File: src/rtl/req_pick_queue_if.sv
// Handshake and status bundle for req_pick_queue: request and cancel vectors, the issue slot,
// and the pending-state monitors.
interface req_pick_queue_if #(
    parameter int IN = 8
);
    logic                       flush;
    logic [IN-1:0]              set_vec;
    logic [IN-1:0]              cancel_vec;
    logic                       out_valid;
    logic [$clog2(IN)-1:0]      out_idx;
    logic                       out_ready;
    logic [IN-1:0]              pend_vec;
    logic [$clog2(IN+1)-1:0]    pend_cnt;
    logic                       empty;

    modport slave (
        input  flush, set_vec, cancel_vec, out_ready,
        output out_valid, out_idx, pend_vec, pend_cnt, empty
    );

    modport master (
        output flush, set_vec, cancel_vec, out_ready,
        input  out_valid, out_idx, pend_vec, pend_cnt, empty
    );
endinterface

File: src/rtl/req_pick_queue.sv
// Sticky request collector: gathers request bits into a pending vector and issues the highest
// pending index, one per cycle, into a registered valid/ready output slot.
module req_pick_queue #(
    parameter  int IN  = 8,
    localparam int OUT = $clog2(IN),
    localparam int CNT = $clog2(IN + 1)
) (
    input  logic            clk,
    input  logic            reset,
    req_pick_queue_if.slave bus
);

    logic [IN-1:0]  pend_r;
    logic           out_valid_r;
    logic [OUT-1:0] out_idx_r;

    logic [IN-1:0]  elig_s;
    logic [IN-1:0]  clr_s;
    logic [IN-1:0]  pend_nxt_s;
    logic           load_s;
    logic           any_s;
    logic [OUT-1:0] win_s;

    // Highest set index wins, matching pri_enc with active-high inputs.
    function automatic logic [OUT-1:0] hi_index(input logic [IN-1:0] v);
        logic [OUT-1:0] idx;
        idx = '0;
        for (int i = 0; i < IN; i++) begin
            if (v[i]) begin
                idx = OUT'(i);
            end
        end
        return idx;
    endfunction

    function automatic logic [IN-1:0] onehot(input logic [OUT-1:0] idx);
        return {{(IN-1){1'b0}}, 1'b1} << idx;
    endfunction

    function automatic logic [CNT-1:0] popcount(input logic [IN-1:0] v);
        logic [CNT-1:0] cnt;
        cnt = '0;
        for (int i = 0; i < IN; i++) begin
            cnt = cnt + {{(CNT-1){1'b0}}, v[i]};
        end
        return cnt;
    endfunction

    // Pick the winner among non-cancelled pending bits and form the next pending vector.
    always_comb begin
        elig_s = pend_r & ~bus.cancel_vec;
        any_s  = |elig_s;
        load_s = !out_valid_r || bus.out_ready;
        win_s  = hi_index(elig_s);
        if (load_s && any_s) begin
            clr_s = onehot(win_s);
        end else begin
            clr_s = '0;
        end
        // New requests land after the pick-clear so a same-cycle set keeps the bit pending.
        pend_nxt_s = (elig_s & ~clr_s) | bus.set_vec;
    end

    // Pending vector and output slot registers; flush acts as the synchronous clear.
    always_ff @(posedge clk or posedge reset) begin
        if (reset) begin
            pend_r      <= '0;
            out_valid_r <= 1'b0;
            out_idx_r   <= '0;
        end else if (bus.flush) begin
            pend_r      <= '0;
            out_valid_r <= 1'b0;
            out_idx_r   <= '0;
        end else begin
            pend_r <= pend_nxt_s;
            if (load_s) begin
                out_valid_r <= any_s;
                if (any_s) begin
                    out_idx_r <= win_s;
                end else begin
                    out_idx_r <= out_idx_r;
                end
            end else begin
                out_valid_r <= out_valid_r;
                out_idx_r   <= out_idx_r;
            end
        end
    end

    assign bus.pend_vec  = pend_r;
    assign bus.out_valid = out_valid_r;
    assign bus.out_idx   = out_idx_r;
    assign bus.pend_cnt  = popcount(pend_r);
    assign bus.empty     = ~(|pend_r) & ~out_valid_r;

endmodule

File: src/flat_wrapper.sv
// flat-port wrapper written by rule: the top's interface ports become plain ports
module req_pick_queue_flat 
#(
    parameter  int IN  = 8,
    localparam int OUT = $clog2(IN),
    localparam int CNT = $clog2(IN + 1)
)
  (clk, reset, bus_flush, bus_set_vec, bus_cancel_vec, bus_out_ready, bus_out_valid, bus_out_idx, bus_pend_vec, bus_pend_cnt, bus_empty);
  req_pick_queue_if #(.IN(IN)) bus_i ();
  input  logic clk;
  input  logic reset;
  input wire logic [$bits(bus_i.flush)-1:0] bus_flush;
  input wire logic [$bits(bus_i.set_vec)-1:0] bus_set_vec;
  input wire logic [$bits(bus_i.cancel_vec)-1:0] bus_cancel_vec;
  input wire logic [$bits(bus_i.out_ready)-1:0] bus_out_ready;
  output wire logic [$bits(bus_i.out_valid)-1:0] bus_out_valid;
  output wire logic [$bits(bus_i.out_idx)-1:0] bus_out_idx;
  output wire logic [$bits(bus_i.pend_vec)-1:0] bus_pend_vec;
  output wire logic [$bits(bus_i.pend_cnt)-1:0] bus_pend_cnt;
  output wire logic [$bits(bus_i.empty)-1:0] bus_empty;
  assign bus_i.flush = bus_flush;
  assign bus_i.set_vec = bus_set_vec;
  assign bus_i.cancel_vec = bus_cancel_vec;
  assign bus_i.out_ready = bus_out_ready;
  assign bus_out_valid = bus_i.out_valid;
  assign bus_out_idx = bus_i.out_idx;
  assign bus_pend_vec = bus_i.pend_vec;
  assign bus_pend_cnt = bus_i.pend_cnt;
  assign bus_empty = bus_i.empty;
  req_pick_queue #(.IN(IN)) u_core (.clk(clk), .reset(reset), .bus(bus_i));
endmodule
File: config.mk
export PLATFORM = sky130hd
export DESIGN_NAME = req_pick_queue_flat
export DESIGN_NICKNAME = d
export VERILOG_FILES = /design/src/rtl/req_pick_queue_if.sv /design/src/rtl/req_pick_queue.sv /design/src/flat_wrapper.sv
export SDC_FILE = /design/constraint.sdc
export NUM_CORES = 1
export LEC_CHECK = 0
export ABC_AREA = 0
export BUFFER_PORTS_ARGS = -buffer_cell sky130_fd_sc_hd__buf_4
export CAP_MARGIN = 25
export CORE_MARGIN = 5
export CORE_UTILIZATION = 45
export DETAILED_ROUTE_END_ITERATION = 6
export GPL_TIMING_DRIVEN = 0
export PLACE_DENSITY = 0.73
export SYNTH_ARGS = -nofsm -noshare
export SYNTH_HDL_FRONTEND = slang
export SYNTH_SLANG_ARGS = --single-unit
File: constraint.sdc
create_clock -name clk -period 3.2 [get_ports clk]
set_input_delay 0.32 -clock clk [delete_from_list [all_inputs] [get_ports clk]]
set_output_delay 0.32 -clock clk [all_outputs]
set_load 0.02 [all_outputs]
# == Yosys cells after proc, flatten, opt, wreduce, memory -nomap -nowiden ==
# Cells that the tools add are included.
# totals
input_bits,20
romBits,0
reg_bits,12
word_cells,41
ramBits,0
latchBits,0
mem_count,0
# classes
shifts,1
reduce_logical,8
magnitude_cmp,0
div_mod_pow,0
n_bitwise,8
muxes,14
add_sub_neg,7
eq_ne,0
mul,0
# ops
cell,n
$add 4x1->4,6
$mux 3,7
$and 8x8->8,2
$mux 8,2
$not 8->8,2
$reduce_or 8->1,2
$or 8x8->8,1
$shl 1x3->8 const A,1
$mux 2,2
$reduce_bool 2->1,2
$mux 1,3
$add 1x1->2,1
$not 1->1,2
$reduce_and 2->1,1
$and 1x1->1,1
$logic_and 1x1->1,1
$logic_not 1->1,1
$logic_or 1x1->1,1

# == Logic depth before layout (Yosys ltp) ==
# logic_depth
ltp_word,15
mapped_depth,9
depth_no_buf,9

# == Worst setup path before layout ==
# OpenSTA, ideal clock, no wires.
# synth_path
kind,register to output
from,"register u_core.pend_r[0], in the netlist u_core.bus.pend_vec[0]"
to,output port bus_pend_cnt[2]
t_required_ps,2880
n_path_buf,0
t_arrival_ps,2935
stages_incl_launch_ff,10
setup_slack_ps,-55
path_cell_list,dfrtp_1 -> inv_1 -> ha_1 -> inv_1 -> fa_1 -> fa_1 -> inv_1 -> fa_1 -> fa_1 -> xor2_1
# synth_between
elab_chain_cells,7
# synth_rtl
element,line,source
start: declaration,req_pick_queue.sv:13,logic [IN-1:0] pend_r;
start signal: assignment,req_pick_queue.sv:75,pend_r <= pend_nxt_s;
$add 1x1->2,req_pick_queue.sv:44,"cnt = cnt + {{(CNT-1){1'b0}}, v[i]};"
$add 4x1->4 (6 in a row),req_pick_queue.sv:44,
end: declaration,flat_wrapper.sv:19,output wire logic [$bits(bus_i.pend_cnt)-1:0] bus_pend_cnt;
# No other way between the ends.

# == Final worst setup path ==
# layout_path
from,"register u_core.pend_r[1], in the netlist u_core.bus.pend_vec[1]"
to,output port bus_pend_cnt[1]
# The elaborated chain is that of the path after synthesis.

==> results.md <==
* Global-route wire length before repair at 4220 um
* P&R area growth vs syn at 38.1%
* Synth Flop Type: dfrtp_1
* CP startpoint: u_core.bus.pend_vec[1]
* Synth Area per Inst at 9.78 um^2
* Distinct cells, synth at 35
* Slew HR at 0.654
* Die W at 56.4 um
* Pwr/cell area at 392 nW/um^2
* #FFs+latches synth at 12
* CTS root buf: clkbuf_4
* Total track usage at 0.169
* Place WS at 11.2 ps
* Antenna viol nets, final at 0
* Clock skew at 3.05 ps
* Commonest non-fill, non-tap cell in the layout: buf_4
* Maximum clock insertion buffer count at 2
* Outcome: finished with violations
* Post-route cell area at 1340 um^2
* Worst path required time at 2880 ps
* Minimum clock period at 3300 ps
* Pleak at 0.678 nW
* Largest net degree at the start of global routing at 13
* Starting density of the core at 0.484
* CTS clk-pin slew, worst paths at 80 ps
* FP Rows at 16
* CTS Buf Count at 3
* R2R Path Start: u_core.bus.pend_vec[3]
* Synthesized Nets at 127
* R2R Setup Slk at 1680 ps
* Sequential area share after synthesis at 0.310
* WL/cell at 14.8 um
* Synthesis warning total at 0
* Nets@finish at 171
* Hold_ws at 62.9 ps
* Die area at 3180 um^2
* Hpwl dp at 2040 um
* Reg2Reg Depth at 4
* Fillers at 170
* Vias post-DR at 875
* Max frequency at 303 MHz
* Num Clock Sinks at 12
* Final WL at 2480 um
* Global route overflow at 0
* Dominant cell type by area after synthesis: dfrtp_1
* Port bufs at 36
* Finished Layout Cells at 168
* Failing checks: negative setup slack
* CTS H-Tree Depth at 1
* Placed inst area at 1280 um^2
* Actual slew at the worst max-slew pin at 519 ps
* Max-slew violations at 0
* Worst Hold Class: in2async
* Number of max-cap violations at 0
* Hold Vio Cnt, Final at 0
* Layout cell share with drive strength beyond 1 at 0.447
* Critical setup path kind: reg2out
* Async SR Flop Fraction at 1.00
* Crit. End Element: primary output
* Final total power at 524 uW
* Final core utilization at 0.668
* Commonest non-fill, non-tap cells in the layout: buf_4, inv_1, nor2_1
* Core area at 2000 um^2
* Peak VDD IR at 0.199 mV
* Pre-antenna DRT Iters at 4
* CTS tree: done
* Vias in the first global route at 883
* DRC Markers at 0
* CP Launch Type: flip-flop
* Synth top area cells: dfrtp_1, fa_1, inv_1
* R2r endpoint: u_core.bus.out_idx[1]
* Setup violators final at 2
* Ant. Diodes at 0
* Mapped cell area at 968 um^2
* Max FO, Critical Path at 2
* Placed insts at 162
* Initial drt markers at 25
* Setup TNS at -184 ps
* Setup crit end: bus_pend_cnt[1]
* Final GP Congestion at 0.783
* EDFF count, synth at 0
* Initial antenna violation count at 0
* Tcrit/Tclk final at 1.03
* Via density at 5.21
* Post-synth top area share at 0.310
* WP data arrival at 2980 ps
* RSZ-0062 raised after global routing: true
* Ports at 37
* Setup WS post-layout at -98.2 ps
* Die Y at 56.4 um
* Worst-Skew Late Latency at 270 ps
* Mapped Cells at 99
==> sequential cells by signal, indices dropped and copies added (netlist names) <==
signal,cells
u_core.bus.pend_vec,8
u_core.bus.out_idx,3
u_core.bus.out_valid,1
==> final cells by class <==
type                    count  area, um^2  share of cell area
plain buffers               2        15.0              0.0112
clock buffers               3        22.5              0.0168
repair buffers             39         300               0.225
flip-flops and latches     12         300               0.225
multi-input cells          70         609               0.456
well taps                  27        33.8              0.0253
inverters                  15        56.3              0.0421
==> metal layers <==
metal	part of all wire	global-route usage	up-vias
met3	0.074	0.0390	2
met1	0.43	0.211	419
met5	0	0	-
met4	0.012	0.0610	0
li1	-	-	419
met2	0.49	0.282	35
==> worst min path at each step <==
stage / end / slack [ps]
6_report: u_core.bus.pend_vec[7] / 60
5_1_grt: u_core.bus.pend_vec[6] / 100
4_1_cts: u_core.bus.pend_vec[7] / 80
3_5_place_dp: u_core.bus.pend_vec[7] / 370
3_3_place_gp: u_core.bus.pend_vec[6] / 360
2_1_floorplan: u_core.bus.out_idx[0] / 180
==> cell usage after synthesis, types with 2 or more instances <==
cell / count
a31oi_1: 2
ha_1: 4
nor2b_4: 4
a21oi_1: 6
nand3_1: 2
nor2_1: 13
nand2_1: 3
dfrtp_1: 12
nand2b_1: 3
nand2b_4: 2
inv_1: 15
a211o_1: 2
fa_1: 4
a311oi_1: 2
nor2b_1: 4
a311oi_2: 2
==> logic make-up after synthesis <==
logic type               Yosys count  synth area share
adder cells (fa/ha/maj)            8             0.134
multiplexers                       1            0.0155
flip-flops                        12             0.310
AND/OR/NAND/NOR                   40             0.301
AO/OA/AOI/OAI                     20             0.156
XOR/XNOR                           1           0.00905
buffers and inverters             17            0.0736
==> power by group <==
part | internal (mW) | switching, mW | total, mW
Clock | 0.0435 | 0.0498 | 0.0933
Sequential | 0.164 | 0.0137 | 0.178
Combinational | 0.125 | 0.128 | 0.253
Total | 0.332 | 0.192 | 0.524
==> critical path, stage by stage (launching register included) <==
cell and delay, ps:
dfrtp_1 360, inv_1 50, ha_1 270, inv_2 40, fa_1 450, fa_1 500, inv_2 40, fa_2 340
fa_2 540, buf_6 110
==> what timing repair did <==
action | in CTS | in global routing
hold buffers | 0 | 0
setup buffers | 3 | 0
pin swaps | 0 | 0
setup endpoints to repair | 2 | 2
resized for setup | 5 | 1
Note: power is estimated with default switching activity, not from simulation.
